==> src/rtl/ex_stage_pkg.sv <==
// Shared CPU encodings for the execute stage: forward selects, ALU ops and
// result selects, plus the operand-forwarding mux used by EX.
package ex_stage_pkg;

  typedef enum logic [1:0] {
    FWD_REG = 2'b00,
    FWD_MEM = 2'b01,
    FWD_WB  = 2'b10,
    FWD_RSV = 2'b11
  } fwd_e;

  typedef enum logic [1:0] {
    ALU_ADD = 2'b00,
    ALU_SUB = 2'b01,
    ALU_AND = 2'b10,
    ALU_OR  = 2'b11
  } aluc_e;

  typedef enum logic [1:0] {
    ANS_ALU   = 2'b00,
    ANS_SHIFT = 2'b01,
    ANS_LINK  = 2'b10,
    ANS_SLT   = 2'b11
  } ans_sel_e;

  localparam int unsigned XLEN = 32;

  // Operand forwarding: the reserved encoding falls back to the register file value
  function automatic logic [XLEN-1:0] fwd_mux(input fwd_e             sel,
                                              input logic [XLEN-1:0] rf_val,
                                              input logic [XLEN-1:0] mem_val,
                                              input logic [XLEN-1:0] wb_val);
    logic [XLEN-1:0] r;
    r = rf_val;
    case (sel)
      FWD_MEM: r = mem_val;
      FWD_WB:  r = wb_val;
      default: r = rf_val;
    endcase
    return r;
  endfunction

endpackage

==> src/rtl/ex_stage_dffe.sv <==
// Enabled D flip-flop with synchronous clear; clear has priority over enable.
module dffe_sc #(
  parameter int unsigned WIDTH = 1
) (
  input  logic             clk_i,
  input  logic             clr_i,
  input  logic             en_i,
  input  logic [WIDTH-1:0] d_i,
  output logic [WIDTH-1:0] q_o
);

  // Clear wins, otherwise load when enabled, otherwise hold
  always_ff @(posedge clk_i) begin
    if (clr_i) begin
      q_o <= '0;
    end else if (en_i) begin
      q_o <= d_i;
    end
  end

endmodule

==> src/rtl/ex_stage_shifter32.sv <==
// 32-bit combinational barrel shifter: logical left, logical right, arithmetic right.
module shifter32 (
  input  logic [31:0] b_i,
  input  logic [4:0]  sa_i,
  input  logic        right_i,
  input  logic        arith_i,
  output logic [31:0] y_o
);

  // Select shift direction/kind; a zero amount passes the input unchanged
  always_comb begin
    y_o = b_i;
    if (!right_i) begin
      y_o = b_i << sa_i;
    end else if (arith_i) begin
      y_o = $unsigned($signed(b_i) >>> sa_i);
    end else begin
      y_o = b_i >> sa_i;
    end
  end

endmodule

==> src/rtl/ex_stage.sv <==
// Execute stage: operand forwarding, ALU, shifter, result select and the
// EX/MEM pipeline register with bubble insertion on flush.
module ex_stage
  import ex_stage_pkg::*;
(
  input  logic        Clk,
  input  logic        Rst,
  input  logic        En,
  input  logic        Flush,
  input  logic        eWreg,
  input  logic        eReg2reg,
  input  logic        eWmem,
  input  logic [5:0]  eOp,
  input  logic [1:0]  eAluc,
  input  logic        eAluqb,
  input  logic [31:0] ePc,
  input  logic [31:0] eR1,
  input  logic [31:0] eR2,
  input  logic [31:0] eI,
  input  logic [4:0]  eRd,
  input  logic [1:0]  eFwdA,
  input  logic [1:0]  eFwdB,
  input  logic [4:0]  eSa,
  input  logic        esArith,
  input  logic        esRight,
  input  logic [1:0]  eAnsSel,
  input  logic [31:0] wD,
  output logic        Z,
  output logic        mWreg,
  output logic        mReg2reg,
  output logic        mWmem,
  output logic [5:0]  mOp,
  output logic [4:0]  mRd,
  output logic [31:0] mAns,
  output logic [31:0] mB
);

  logic [31:0] op_a;
  logic [31:0] fwd_b;
  logic [31:0] alu_b;
  logic [31:0] alu_y;
  logic [31:0] sh_y;
  logic [31:0] ans_d;
  logic        ctrl_clr;

  // Operand selection; mAns here is the register output, so no loop through ans_d
  always_comb begin
    op_a  = fwd_mux(fwd_e'(eFwdA), eR1, mAns, wD);
    fwd_b = fwd_mux(fwd_e'(eFwdB), eR2, mAns, wD);
    alu_b = eAluqb ? fwd_b : eI;
  end

  // ALU and zero flag for branch resolution
  always_comb begin
    alu_y = '0;
    case (aluc_e'(eAluc))
      ALU_ADD: alu_y = op_a + alu_b;
      ALU_SUB: alu_y = op_a - alu_b;
      ALU_AND: alu_y = op_a & alu_b;
      ALU_OR:  alu_y = op_a | alu_b;
      default: alu_y = '0;
    endcase
    Z = (alu_y == '0);
  end

  shifter32 u_shifter (
    .b_i     (fwd_b),
    .sa_i    (eSa),
    .right_i (esRight),
    .arith_i (esArith),
    .y_o     (sh_y)
  );

  // Result select
  always_comb begin
    ans_d = alu_y;
    case (ans_sel_e'(eAnsSel))
      ANS_ALU:   ans_d = alu_y;
      ANS_SHIFT: ans_d = sh_y;
      ANS_LINK:  ans_d = ePc;
      ANS_SLT:   ans_d = {31'b0, ($signed(op_a) < $signed(alu_b))};
      default:   ans_d = alu_y;
    endcase
  end

  // Control fields are zeroed on reset or on an enabled flush (bubble); data fields only on reset
  assign ctrl_clr = Rst | (En & Flush);

  dffe_sc #(.WIDTH(1)) u_wreg (
    .clk_i(Clk), .clr_i(ctrl_clr), .en_i(En), .d_i(eWreg), .q_o(mWreg)
  );
  dffe_sc #(.WIDTH(1)) u_reg2reg (
    .clk_i(Clk), .clr_i(ctrl_clr), .en_i(En), .d_i(eReg2reg), .q_o(mReg2reg)
  );
  dffe_sc #(.WIDTH(1)) u_wmem (
    .clk_i(Clk), .clr_i(ctrl_clr), .en_i(En), .d_i(eWmem), .q_o(mWmem)
  );
  dffe_sc #(.WIDTH(5)) u_rd (
    .clk_i(Clk), .clr_i(ctrl_clr), .en_i(En), .d_i(eRd), .q_o(mRd)
  );
  dffe_sc #(.WIDTH(6)) u_op (
    .clk_i(Clk), .clr_i(Rst), .en_i(En), .d_i(eOp), .q_o(mOp)
  );
  dffe_sc #(.WIDTH(32)) u_ans (
    .clk_i(Clk), .clr_i(Rst), .en_i(En), .d_i(ans_d), .q_o(mAns)
  );
  dffe_sc #(.WIDTH(32)) u_b (
    .clk_i(Clk), .clr_i(Rst), .en_i(En), .d_i(fwd_b), .q_o(mB)
  );

endmodule

==> config.mk <==
export PLATFORM = sky130hd
export DESIGN_NAME = ex_stage
export DESIGN_NICKNAME = d
export VERILOG_FILES = /design/src/rtl/ex_stage_pkg.sv /design/src/rtl/ex_stage_dffe.sv /design/src/rtl/ex_stage_shifter32.sv /design/src/rtl/ex_stage.sv
export SDC_FILE = /design/constraint.sdc
export NUM_CORES = 1
export LEC_CHECK = 0
export CORE_ASPECT_RATIO = 1.75
export CORE_MARGIN = 2
export CORE_UTILIZATION = 53
export DETAILED_ROUTE_END_ITERATION = 16
export PLACE_DENSITY = 0.92
export REMOVE_ABC_BUFFERS = 1
export SYNTH_ARGS = -nofsm -noshare
export SYNTH_HDL_FRONTEND = slang
export SYNTH_SLANG_ARGS = --single-unit
==> constraint.sdc <==
create_clock -name Clk -period 7 [get_ports Clk]
set_input_delay 1.05 -clock Clk [delete_from_list [all_inputs] [get_ports Clk]]
set_output_delay 1.05 -clock Clk [all_outputs]
set_load 0.02 [all_outputs]
==> metrics.cfg, run 1 <==
[placed_design]
place_hpwl_microns=52700
numPortBuffers=272
dp_cells=2571
gp_congestion=1.30

[grt]
antenna_found_initial=7
grt_max_degree=64
overflow=2
track_usage_pct=67.8

[synthesis]
synth_edf_count=0
postSynthCellCount=1927
syn_avg_cell_area_sq_um=7.21
yosysWarnings=0
ys_async_sr_fraction_pct=0
synth.distinct_cells=83
syn_area_sq_um=13900
synthFlopType=dfxtp_1
ys_seq_elements=78
yosysSeqAreaShare_pct=11.2

[outcome]
haltStage=global routing (5_1_grt)
error=[ERROR GRT-0232] Routing congestion too high. Check the congestion heatmap in the GUI.
status=stopped before the end

[clock_tree]
clockBufferDepth=2
root_buffer=clkbuf_16
cts_buffers=9
ctsHtreeMaxLevel=3
cts.sinks=78

[die]
initial_core_util_pct=53.7
ios=273
dieWidth_microns=126
rows=78
die_y_microns=218

[timing]
grt-worst-endpoint=Z
worst-ep-kind=output port

metrics by stage:
stage | worst slack (ns) | area [sq um]
2_1_floorplan | -0.765 | 13300
3_3_place_gp | -0.790 | 18000
3_5_place_dp | -0.868 | 18000
4_1_cts | 0.000817 | 18500
layer usage:
metal  GRT overflow  global-route usage [%]
met2              2                    88.9
met4              0                    64.0
met1              0                    65.0
met5              0                    27.0
met3              0                    51.2
Yosys cell counts (44+ instances only):
master    count  area (sq um)
inv_1       102           383
mux4_2       49          1100
a21oi_1     118           591
dfxtp_1      78          1560
ha_1        100          1250
mux2_2       44           495
nor2_1      230           863
a22oi_1      71           533
nand2_1     186           698
o21ai_0     182           911
clkbuf_1    105           394
mux2i_1     110          1100
timing repair:
action | in CTS
buffers inserted | 13
pin swaps | 8
hold buffers | 0
endpoints found under the setup margin | 1
gates resized for setup | 40
logic make-up after synthesis:
logic type	count (synthesis)	synth area share, %
compound gates	675	32.8
xor+xnor	23	1.45
fa+ha+maj	102	9.29
buf+inv	266	7.50
flops	78	11.2
mux	203	19.4
simple gates	580	18.3
==> inputs of run 2 (changes only) <==
- CORE_ASPECT_RATIO: 1.75 -> unset
- CORE_UTILIZATION: 53 -> 38
- PLACE_DENSITY: 0.92 -> unset
- PLACE_DENSITY_LB_ADDON: unset -> 0.15
==> run 2 against run 1 <==
Area after synthesis unchanged. The run now ends clean. Synthesized cell count unchanged.
==> metrics.cfg, run 2 <==
[outcome]
status=finished, final reports clean

[critical_path]
cp-end-kind=primary output
cp.arrival_ns=5.75
crit_slowest_cell=clkdlybuf4s50_1
crit_path_max_incr_delay_ns=0.48
crit_top_cell=buf_4
worstPathRequired_ns=5.95
timing.setup.critical_path_class=in -> out
path_max_fanout=22
worstSetupStartpointType=input port

[clock_tree]
cts_tree=yes
clk-insertion-delay-late_ns=0.37
clkTransAtPathRegs_ns=0.08
root_buffer=clkbuf_16
ctsHtreeMaxLevel=3  ; unchanged
clockBufferDepth=2  ; unchanged
cts_buffers=9  ; unchanged
cts.sinks=78  ; unchanged

[timing]
fin_crit_sh_pct=97.2
slew_violations=0
tightest_slew_ns=1.20
setup_viol=0
finClkSkew_ns=0.0153
relSlewSlack_pct=19.8
final-hold-violation-count=0
tns_ns=0
max_freq_ghz=0.147
period_needed_ns=6.80

[detailed_routing]
wl_per_cell_microns=26.5
via_count=18000
routed_wl_microns=75900
drcViolationCount=0
first_iter_violations=1810
ant_nets=0
drt_first_pass_iters=6
post_drt_via_cell_ratio=6.28

[die]
core_area_sq_um=36300
dieArea_sq_um=38100
initial_core_util_pct=38.2  ; -16 points
rows=70  ; -10%
die_y_microns=195  ; -11%
dieWidth_microns=195  ; +54%
ios=273  ; unchanged

[synthesis]
syn_avg_cell_area_sq_um=7.21  ; unchanged
postSynthCellCount=1927  ; unchanged
ys_async_sr_fraction_pct=0  ; unchanged
yosys.cell_count.top_type=nor2_1
synthFlopType=dfxtp_1
synth_top_area_share_pct=11.2  ; unchanged
yosysTopAreaCell=dfxtp_1
yosysWarnings=0  ; unchanged
yosysSeqAreaShare_pct=11.2  ; unchanged
synthTopCellsByArea=dfxtp_1 11%, ha_1 9.0%, mux4_2 7.9%
synth_edf_count=0  ; unchanged
syn_area_sq_um=13900  ; unchanged
synth.distinct_cells=83  ; unchanged
ys_seq_elements=78  ; unchanged
synthTopCellsByCount=230 x nor2_1, 186 x nand2_1, 182 x o21ai_0

[worst_hold_path]
hold_class=reg -> reg

[job]
cap_violations=0

[placed_design]
place_hpwl_microns=59500  ; +13%
dp_cells=2818  ; +9.6%
gp_congestion=1.04  ; -20%
numPortBuffers=272  ; unchanged
placed_area_sq_um=19000  ; +5.5%

[cells_and_area]
final_cells=2861
reg.largest.list=u_ans.q_o: 32 flops, u_b.q_o: 32 flops, u_op.q_o: 6 flops
finalInstanceArea_sq_um=20300
fin_nets=2683
drive_above_1_share_pct=25.3
layout_common_cells=316 x buf_4, 260 x clkdlybuf4s50_1, 230 x nor2_1, 181 x nand2_1, 138 x o21ai_0
final_common_cell=buf_4
final_util_pct=55.8
area_growth_pct=46.0

[power_and_ir_drop]
power_frac_clock_pct=14.7
power.density_nw_per_um2=164
power_frac_seq_pct=15.3
ir_drop_mv=0.131
leakage_nw=8.35
switching_share_pct=46.9
intPower_mw=1.77
comb_power_share_pct=69.9
switchingPower_mw=1.56

[grt]
antenna_found_initial=3
overflow=0
track_usage_pct=38.4
grt_max_degree=73
grt_first_pass_wirelength_microns=111000
grt_pass1_vias=17000

==> run 2: cell counts after synthesis <==
Identical to the previous run, type by type.
==> run 2: routing by layer <==
metal | wire (microns) | share of wire [%] | GRT usage, % | vias to the layer above
met5 | 11 | 0.014 | 0 | -
met4 | 3670 | 4.8 | 16.7 | 2
met3 | 7570 | 10 | 7.50 | 174
met2 | 32400 | 43 | 58.5 | 1114
met1 | 32200 | 42 | 52.7 | 8593
li1 | - | - | - | 8076
==> run 2: final timing paths <==
path                              from  cells past startpoint  slack [ns]                         end
min           u_rd.q_o[4]$_SDFFE_PP0P_                      2        0.49    u_rd.q_o[4]$_SDFFE_PP0P_
max                           eFwdA[0]                     25        0.20                           Z
min reg2reg   u_rd.q_o[4]$_SDFFE_PP0P_                      2        0.49    u_rd.q_o[4]$_SDFFE_PP0P_
max reg2reg  u_ans.q_o[0]$_SDFFE_PP0P_                     20        2.42  u_ans.q_o[28]$_SDFFE_PP0P_
==> run 2: per-stage QoR <==
stage	power [mW]	hold slack, ns	setup slack (ns)
floorplan	1.56	0.559	-0.765
global placement	2.61	0.471	-0.753
detailed placement	2.61	0.478	-0.600
CTS	3.17	0.496	0.000955
global route	3.49	0.522	-0.0307
finish	3.33	0.492	0.196
==> run 2: final cells by class <==
| class | count | area (sq um) |
|---|---|---|
| Timing Repair Buffer | 609 | 5420 |
| Clock buffer | 9 | 225 |
| Clock inverter | 7 | 63.8 |
| Multi-Input combinational cell | 1583 | 12000 |
| Antenna cell | 1 | 2.50 |
| Fill cell | 3516 | 16100 |
| Inverter | 106 | 402 |
| Sequential cell | 78 | 1560 |
| Tap cell | 468 | 586 |
==> run 2: kinds of logic after synthesis <==
| kind of cell | share of synthesized area [%] |
|---|---|
| fa+ha+maj | 9.29 |
| buf+inv | 7.50 |
| flops | 11.2 |
| compound gates | 32.8 |
| xor+xnor | 1.45 |
| simple gates | 18.3 |
| mux | 19.4 |
==> run 2: repair_timing <==
action	4_1_cts	5_1_grt
cloned	0	1
setup buffers	7	19
pin swaps	30	41
setup endpoints to repair	1	1
hold buffers	0	0
endpoints found under the hold margin	0	0
gates resized for setup	70	136
==> run 2: power groups by stage <==
stage / clock (mW) / sequential (mW) / combinational, mW
after floorplan: 0 / 0.540 / 1.02
after global placement: 0 / 0.519 / 2.09
after detailed placement: 0 / 0.518 / 2.10
after CTS: 0.497 / 0.509 / 2.17
after global routing: 0.514 / 0.514 / 2.46
final: 0.491 / 0.512 / 2.33
==> run 2: worst max-delay path, delay by kind of cell <==
family	cells	cell delay, ns
buffers and inverters	10	1.67
adder cells (fa/ha/maj)	2	0.64
AO/OA/AOI/OAI	8	1.32
AND/OR/NAND/NOR	5	1.05
No activity file was read; power rests on OpenSTA's default activity.
